**src/rtl/matrix_pkg.sv**
```systemverilog
// Shared constants and scan state encoding for the 8x8 LED matrix scan driver.
package matrix_pkg;

    localparam int ROWS    = 8;
    localparam int COLS    = 8;
    localparam int ROW_W   = $clog2(ROWS);
    localparam int DWELL_W = 8;

    typedef enum logic [1:0] {
        IDLE  = 2'd0,
        SHOW  = 2'd1,
        BLANK = 2'd2
    } scan_state_t;

endpackage

```
**src/rtl/frame_bank2.sv**
```systemverilog
// Two-bank row-pattern store: writes go to the back bank, reads come from the front bank.
module frame_bank2 #(
    parameter int ROWS = matrix_pkg::ROWS,
    parameter int COLS = matrix_pkg::COLS
) (
    input  logic                    clk,
    input  logic                    reset,
    input  logic                    wr_en,
    input  logic [$clog2(ROWS)-1:0] wr_addr,
    input  logic [COLS-1:0]         wr_data,
    input  logic                    toggle,
    input  logic [$clog2(ROWS)-1:0] rd_row,
    output logic [COLS-1:0]         rd_data
);

    logic [COLS-1:0] mem [2][ROWS];
    logic            front;
    logic            rd_bank;

    always_ff @(posedge clk) begin
        if (reset) begin
            front <= 1'b0;
            for (int b = 0; b < 2; b++) begin
                for (int r = 0; r < ROWS; r++) begin
                    mem[b][r] <= '0;
                end
            end
        end else begin
            if (wr_en) begin
                mem[~front][wr_addr] <= wr_data;
            end
            if (toggle) begin
                front <= ~front;
            end
        end
    end

    // The read returns what the front bank will hold after this edge, so the
    // caller can register it: a toggle selects the other bank, and a write to
    // that same bank and row is forwarded.
    always_comb begin
        rd_bank = front ^ toggle;
        rd_data = mem[rd_bank][rd_row];
        if (wr_en && (rd_bank != front) && (wr_addr == rd_row)) begin
            rd_data = wr_data;
        end
    end

endmodule

```
**src/rtl/matrix_scan_driver.sv**
```systemverilog
// Row-multiplexed scanner for a double-buffered 8x8 LED matrix with one blank cycle between rows.
module matrix_scan_driver
    import matrix_pkg::*;
#(
    parameter int ROWS    = matrix_pkg::ROWS,
    parameter int COLS    = matrix_pkg::COLS,
    parameter int DWELL_W = matrix_pkg::DWELL_W
) (
    input  logic                    clk,
    input  logic                    reset,
    input  logic                    enable,
    input  logic [DWELL_W-1:0]      dwell,
    input  logic                    wr_en,
    input  logic [$clog2(ROWS)-1:0] wr_addr,
    input  logic [COLS-1:0]         wr_data,
    input  logic                    swap_req,
    output logic [COLS-1:0]         col_out,
    output logic [$clog2(ROWS)-1:0] row_idx,
    output logic                    row_en,
    output logic                    frame_tick,
    output logic                    swap_pending
);

    localparam int ROW_BITS = $clog2(ROWS);
    localparam logic [ROW_BITS-1:0] LAST_ROW = ROW_BITS'(ROWS - 1);

    scan_state_t         state, state_n;
    logic [ROW_BITS-1:0] row_n;
    logic [DWELL_W-1:0]  cnt, cnt_n;
    logic [DWELL_W-1:0]  dwell_eff;
    logic                wrap_edge;
    logic                toggle;
    logic [COLS-1:0]     rd_data;

    assign dwell_eff = (dwell == '0) ? DWELL_W'(1) : dwell;

    frame_bank2 #(
        .ROWS (ROWS),
        .COLS (COLS)
    ) u_bank (
        .clk     (clk),
        .reset   (reset),
        .wr_en   (wr_en),
        .wr_addr (wr_addr),
        .wr_data (wr_data),
        .toggle  (toggle),
        .rd_row  (row_n),
        .rd_data (rd_data)
    );

    always_comb begin
        state_n   = state;
        row_n     = row_idx;
        cnt_n     = cnt;
        wrap_edge = 1'b0;
        toggle    = 1'b0;
        case (state)
            IDLE: begin
                row_n  = '0;
                toggle = swap_pending;
                if (enable) begin
                    state_n = SHOW;
                    cnt_n   = dwell_eff;
                end
            end
            SHOW: begin
                if (!enable) begin
                    state_n = IDLE;
                    row_n   = '0;
                end else if (cnt <= DWELL_W'(1)) begin
                    // Row index moves on as the row blanks, giving the external
                    // decoder a dark cycle to settle before the next row lights.
                    state_n   = BLANK;
                    row_n     = row_idx + ROW_BITS'(1);
                    wrap_edge = (row_idx == LAST_ROW);
                    toggle    = wrap_edge && swap_pending;
                    cnt_n     = '0;
                end else begin
                    cnt_n = cnt - DWELL_W'(1);
                end
            end
            BLANK: begin
                if (!enable) begin
                    state_n = IDLE;
                    row_n   = '0;
                end else begin
                    state_n = SHOW;
                    cnt_n   = dwell_eff;
                end
            end
            default: begin
                state_n = IDLE;
                row_n   = '0;
            end
        endcase
    end

    always_ff @(posedge clk) begin
        if (reset) begin
            state        <= IDLE;
            row_idx      <= '0;
            cnt          <= '0;
            row_en       <= 1'b0;
            col_out      <= '0;
            frame_tick   <= 1'b0;
            swap_pending <= 1'b0;
        end else begin
            state        <= state_n;
            row_idx      <= row_n;
            cnt          <= cnt_n;
            row_en       <= (state_n == SHOW);
            col_out      <= (state_n == SHOW) ? rd_data : '0;
            frame_tick   <= wrap_edge;
            swap_pending <= swap_req | (swap_pending & ~toggle);
        end
    end

endmodule

```
**config.mk**
```make
export PLATFORM = sky130hd
export DESIGN_NAME = matrix_scan_driver
export DESIGN_NICKNAME = d
export VERILOG_FILES = /design/src/rtl/matrix_pkg.sv /design/src/rtl/frame_bank2.sv /design/src/rtl/matrix_scan_driver.sv
export SDC_FILE = /design/constraint.sdc
export NUM_CORES = 1
export LEC_CHECK = 0
export CORE_MARGIN = 5
export CORE_UTILIZATION = 48
export DETAILED_ROUTE_END_ITERATION = 8
export PLACE_DENSITY = 0.66
export RECOVER_POWER = 25
export SLEW_MARGIN = 10
export SYNTH_ARGS = -nofsm -noshare
export SYNTH_HDL_FRONTEND = slang
export SYNTH_SLANG_ARGS = --single-unit
export TNS_END_PERCENT = 20
```
**constraint.sdc**
```tcl
create_clock -name clk -period 3.9 [get_ports clk]
set_input_delay 0.78 -clock clk [delete_from_list [all_inputs] [get_ports clk]]
set_output_delay 0.78 -clock clk [all_outputs]
set_load 0.02 [all_outputs]
```
==> metrics.csv <==
stage,metric,value,unit
place,I/O Buffers,37,
setup_path,critical path class,input port to flop,
clocking,H-tree depth,4,
timing,slew margin rel.,0.421,
die,Die Height,142,um
die,Ports,38,
die,Rows,48,
power,internal power,3.03,mW
power,worst vdd ir,0.000312,V
logic_synthesis,syn nets,870,
logic_synthesis,Synthesis Warnings,0,
place,DP Wirelength,19.7,mm
logic_synthesis,adder-cell area share of the yosys netlist,0.0119,
logic_synthesis,post-synthesis compound-gate area fraction,0.244,
die,total die area,20200,um2
worst_hold_path,Worst Hold Class,flop to flop,
timing,actual slew at the worst max-slew pin,0.847,ns
timing,final hold violations,0,
setup_path,Critical Path Start Type,input port,
clocking,Post-CTS Setup Inserts,0,
final_layout,Area Growth Syn to Fin,15.4,%
logic_synthesis,XOR/XNOR share of the synthesized area,0.00313,
logic_synthesis,Post-synth top cells,"edfxtp_1 (128), nor2_1 (106), nand2_1 (62)",
timing,minimum clock period,3.47,ns
final_layout,Ant. Diodes,0,
drt,via count,7614,
setup_path,Crit. End Element,flop,
run_status,status,"complete, no violations",
logic_synthesis,Syn Inst Count,838,
final_layout,layout cell share with drive strength beyond 1,0.0970,
power,Sw Share,0.301,
drt,Avg WL per Cell,26.2,um
die,core area,17200,um2
timing,final worst-path cycle share,0.891,
clocking,clk slew on worst S/H paths,0.06,ns
global_routing,largest net degree at the start of global routing,69,
setup_path,worst path arrival time,3.83,ns
logic_synthesis,Mapped Area,8400,um2
timing,Clock Skews,0.00807,ns
clocking,clk root buf,clkbuf_16,
logic_synthesis,simple-gate share of the synthesized area,0.174,
timing,Final setup viols,0,
setup_path,critical path's slowest cell,or4_1,
timing,RSZ-0062 raised after global routing,no,
drt,detailed-route vias per instance,6.92,
global_routing,global-route wire length before repair,43.1,mm
clocking,clk_lat worst skew,0.43,ns
setup_path,crit path max fanout,10,
clocking,Resize count post-CTS,0,
power,sequential share of power,0.444,
logic_synthesis,mean post-synth cell area,10.0,um2
global_routing,number of global-route vias before repair,7178,
global_routing,total grt overflow,0,
power,Switch Pwr,1.31,mW
timing,setup slack after layout,0.427,ns
logic_synthesis,top post-synthesis cells by area,"edfxtp_1 (46%), dfxtp_1 (6.0%), a221oi_1 (4.9%)",
setup_path,CP cell instances,dlygate4sd3_1 > clkbuf_1 > o2111ai_1 > mux2i_4 > xor2_1 > or4_1 > or2_0 > a41oi_2,
logic_synthesis,"Async S/R FF share, synth",0,
place,placed cell areas,9120,um2
power,combinational power share,0.175,
global_routing,initial antenna violation count,0,
logic_synthesis,Post-synth EDFFs,128,
clocking,Sink Count,153,
timing,Max Fclk,0.288,GHz
final_layout,Nets,895,
clocking,CTS Hold Bufs,0,
place,DP Worst Slack,0.152,ns
timing,Fin Hold WS,0.528,ns
logic_synthesis,"Seq/Total Area, Yosys",0.517,
logic_synthesis,largest family of logic cells by synthesized area,compound AO/OA/AOI/OAI gates,
place,gpl congestion,0.939,
timing,Total Neg Setup Slack,0,ns
clocking,clock buffers created by TritonCTS,17,
setup_path,WP buf/inv,2,
power,Clk pwr share,0.380,
drt,DRC viols,0,
setup_path,Max stage delay on crit path,0.71,ns
power,Leak,3.35,nW
setup_path,"Req. time, crit path",4.26,ns
timing,"Slew Viols, Final",0,
die,starting density of the core,0.487,
final_layout,final core occ,0.562,
logic_synthesis,Seq cells post-synth,153,
clocking,CTS tree,yes,
logic_synthesis,Synth area leader,edfxtp_1,
flow_run,Max-Cap Viols,0,
drt,Pre-Repair DR Iteration Count,8,
logic_synthesis,most numerous cell in the Yosys netlist,edfxtp_1,
drt,final wirelength,28.9,mm
logic_synthesis,"Distinct cells, synth",62,
die,Die X,142,um
clocking,clk buf depth,2,
logic_synthesis,multiplexer share of the synthesized area,0.00551,
final_layout,final instance area,9690,um2
global_routing,all-layer global routing usage,0.286,
drt,1st-iter DRT viols,854,
power,pwr/cell area,447,nW/um2
setup_path,CP top delay family,simple AND/OR/NAND/NOR gates,
logic_synthesis,main flop type after synthesis,edfxtp_1,
logic_synthesis,top cell type's share of synthesized area,0.458,
drt,Final ANT Viol Nets,0,
final timing paths:
path	endpoint	start	slack, ns	depth (start not counted)
min reg2reg	cnt[3]	cnt[3]	0.53	2
max	col_out[0]	enable	0.43	8
min	cnt[3]	cnt[3]	0.53	2
max reg2reg	col_out[3]	cnt[0]	0.45	10
cell families (layout without fill, tap and decap cells):
family	count (synthesis)	in the layout
buffers and inverters	94	132
adder cells (fa/ha/maj)	8	8
AO/OA/AOI/OAI	274	274
AND/OR/NAND/NOR	302	302
flip-flops	153	153
multiplexers	4	4
XOR/XNOR	3	3
per-stage QoR:
stage,cells,power (mW)
after CTS,1101,4.32
after global placement,1069,2.68
after global routing,1101,4.47
after detailed placement,1069,2.70
after floorplan,838,2.43
final,1101,4.33
layer usage:
metal,up-vias,wire length (um),global-route usage
met5,-,0,0
met3,67,2880,0.0628
met1,3719,11600,0.386
met4,0,999,0.117
met2,493,13400,0.451
li1,3335,-,-
cells in the final DEF, fill, tap and decap left out, types with 22 or more instances in the layout:
master and n:
edfxtp_1 128, nor2_1 105, nand2_1 62, o21ai_0 49
a221oi_1 47, nand3_1 46, buf_4 37, a21oi_1 33
dfxtp_1 25, clkdlybuf4s50_1 25, nand4_1 22
flip-flops by register name, summed over array words and instances (netlist names):
| name | count |
|---|---|
| col_out | 8 |
| row_idx | 3 |
| u_bank.mem | 128 |
| state | 2 |
| u_bank.front | 1 |
| row_en | 1 |
| cnt | 8 |
| swap_pending | 1 |
| frame_tick | 1 |
area by class of cell:
type / instances / area (um2)
Fill cell: 1488 / 7540
Inverter: 19 / 71.3
Sequential cell: 153 / 4340
Multi-Input combinational cell: 591 / 3710
Clock buffer: 18 / 429
Timing Repair Buffer: 81 / 691
Tap cell: 225 / 282
Clock inverter: 14 / 160
power groups by stage:
stage / clock (mW) / combinational (mW) / sequential [mW]
floorplan: 0 / 0.478 / 1.95
global placement: 0 / 0.724 / 1.96
detailed placement: 0 / 0.744 / 1.96
CTS: 1.65 / 0.747 / 1.92
global route: 1.72 / 0.812 / 1.93
finish: 1.65 / 0.760 / 1.93
tightest hold or removal path, delay by kind of cell (launching register included):
family          cells  cell delay, ns
compound gates      1            0.07
flops               1            0.35
simple gates        1            0.08
(Power assumes the default switching activity.)
==> RTL edit: new RTL, config.mk and constraints unchanged <==
Change the package constant `ROWS` from 8 to 16.
--- a/src/rtl/matrix_pkg.sv
+++ b/src/rtl/matrix_pkg.sv
@@ -1,7 +1,7 @@
 // Shared constants and scan state encoding for the 8x8 LED matrix scan driver.
 package matrix_pkg;
 
-    localparam int ROWS    = 8;
+    localparam int ROWS    = 16;
     localparam int COLS    = 8;
     localparam int ROW_W   = $clog2(ROWS);
     localparam int DWELL_W = 8;
Interface: changed (resized row_idx and wr_addr); port bits go from 38 to 40. The function was not compared with the original's and may differ.
==> RTL edit against the unedited design <==
  * Register-to-register slack improved by 0.07 ns
  * Cell count is 36% higher
  * Final area rose by 50%
  * Sequential cell count rose by 129
  * Hold slack improved by 0.012 ns
  * Total power grew 68%
  * Synthesized area grew 51%
  * Worst setup slack gained 0.092 ns
  * Routed wire length is 24% higher
  * Sequential share of layout area is 12 points higher
  * Critical endpoint is now col_out[7]$_SDFF_PP0_
  * Largest power group unchanged
==> RTL edit: results (changes against the unedited design) <==
** Outcome
- The run finished with clean final reports.

** Place
- The worst setup slack after placement was 0.0992 ns (-0.0526 ns).
- IO Port Bufs :: 39 (+5.4%)
- Number of placed instances with taps included :: 1447 (+35%)
- Global placer's final weighted congestion :: 0.930 (-1.0%)
- The HPWL after detailed placement is 23800 um (+21%).

** Clock tree
- The number of buffers inserted during clock tree synthesis is 29 (+12).
- The maximum buffer depth of the clock tree was 3 (+1).
- Clock latency on the worst-skew pair :: 0.56 ns (+0.13 ns)
- The clock slew seen by the registers of the worst setup and hold paths came to 0.06 ns (about the same).
- The number of buffers inserted to repair setup after CTS was 0 (unchanged).
- CTS-repair resized insts :: 0 (unchanged)
- The CTS H-tree depth came to 1 (-3).
- CTS Root Buffer Type :: clkbuf_16

** Layout
- The post-layout instance count excluding filler cells came to 1501 (+36%).
- The number of filler cells placed in the layout was 2182 (+47%).
- The largest registers in the layout are u_bank.mem: 256 flops, cnt: 8 flops, col_out: 8 flops.
- Fraction of layout instances using a drive strength above 1 :: 10.5% (+0.76 points)
- u_bank.mem holds more flip-flops than any other register.
- Antenna Cells :: 0 (unchanged)
- Total number of nets in the final design :: 1175 (+31%)

** Global route
- Pin count of the biggest net entering global routing :: 50 (-28%)
- Vias in the first global route :: 8744 (+22%)
- The met1 track utilization from global routing came to 34.3% (-4.3 points).
- The global routing met2 resource utilization was 37.2% (-7.9 points).
- The all-layer global routing usage is 24.1% (-4.5 points).
- Grt met3 use :: 6.17% (-0.11 points)
- Number of antenna violations at the first check in global routing :: 0 (unchanged)
- The wire length of the first global-routing pass came to 53700 um (+25%).

** Route
- Detailed-route wire length per cell :: 23.8 um (-9.1%)
- DRC violation total after the first TritonRoute iteration :: 1051 (+23%)
- Number of iterations in the first detailed-routing pass :: 8 (unchanged)
- The detailed-route via count came to 9040 (+19%).

** Synth
- Syn Nets :: 1115 (+28%)
- Post-synth EDFFs :: 256 (+100%)
- The total number of yosys warnings was 0 (unchanged).
- Mapped Avg Cell Area :: 11.7 sq um (+17%)
- Most common library cells after synthesis :: edfxtp_1, nor2_1, nand2_1
- Most common flop cell mapped by yosys :: edfxtp_1
- Fraction of synthesis flops using an asynchronous set or reset pin :: 0% (unchanged)
- Ranked by total cell area, the synthesized netlist is headed by edfxtp_1, nor2_1, dfxtp_1.
- Distinct cell type count of the synthesized netlist :: 68 (+9.7%)
- Sequential fraction of the synthesis area :: 64.8% (+13 points)

** STA
- Maximum clock skew at final layout :: 0.0153 ns (+0.00721 ns)
- The count of endpoints failing hold in the final timing report was 0 (unchanged).
- Tightest Pin Transition :: 1.48 ns (+0.635 ns)

** Setup path
- The top fanout value on the critical path was 47 (+37).
- The data arrival time of the critical path is 3.80 ns (-0.03 ns).

** Hold path
- The tightest min-delay check is of the flop to flop type.

** Pwr
- The peak supply drop came to 320 uV (+2.6%).
- Leak Pwr :: 5.45 nW (+63%)
RTL edit: per-stage QoR:
step | total power (W) | cell area, sq um
after detailed placement | 0.00435 | 13500
after CTS | 0.00729 | 14600
after floorplan | 0.00408 | 12700
final | 0.00726 | 14500
after global routing | 0.00751 | 14500
after global placement | 0.00433 | 13500
RTL edit: worst max-delay path, stage by stage, from the launching register on:
cell and delay, ns:
dfxtp_1 0.42, inv_1 0.07, ha_1 0.26, nor2_1 0.25, nor3_4 0.09, a32oi_1 0.41, and2_4 0.28, buf_12 0.25
mux2_2 0.36, a221oi_1 0.30, or3_1 0.20, o31a_1 0.23, o211ai_1 0.11
RTL edit: layer usage:
layer,wire (um),up-vias
li1,-,4066
met1,14700,4405
met2,16200,490
met3,3930,79
met4,1040,0
met5,0,-
RTL edit: kinds of logic after synthesis:
group | share of synthesized area [%]
simple gates | 16.8
flops | 64.8
compound gates | 9.95
buf+inv | 3.24
mux | 4.32
fa+ha+maj | 0.691
xor+xnor | 0.207
RTL edit: layout make-up:
cell class	count	share of cell area (%)
tap	335	2.89
multi-input combinational	722	27.9
timing repair buffer	86	5.01
clock buffer	35	5.36
inverter	22	0.569
sequential	282	56.5
clock inverter	19	1.72
RTL edit: power breakdown:
| part | internal (W) | leakage, nW | switching (W) |
|---|---|---|---|
| clock network | 0.00181 | 0.496 | 0.00116 |
| registers | 0.00343 | 2.89 | 0.0000591 |
| logic | 0.000272 | 2.07 | 0.000523 |
RTL edit: final timing paths:
kind | depth (start not counted) | end | startpoint | slack [ns]
setup / recovery | 12 | col_out[7]$_SDFF_PP0_ | cnt[0]$_SDFFE_PP0P_ | 0.52
hold / removal | 2 | cnt[1]$_SDFFE_PP0P_ | cnt[1]$_SDFFE_PP0P_ | 0.54
setup reg to reg | 12 | col_out[7]$_SDFF_PP0_ | cnt[0]$_SDFFE_PP0P_ | 0.52
hold reg to reg | 2 | cnt[1]$_SDFFE_PP0P_ | cnt[1]$_SDFFE_PP0P_ | 0.54
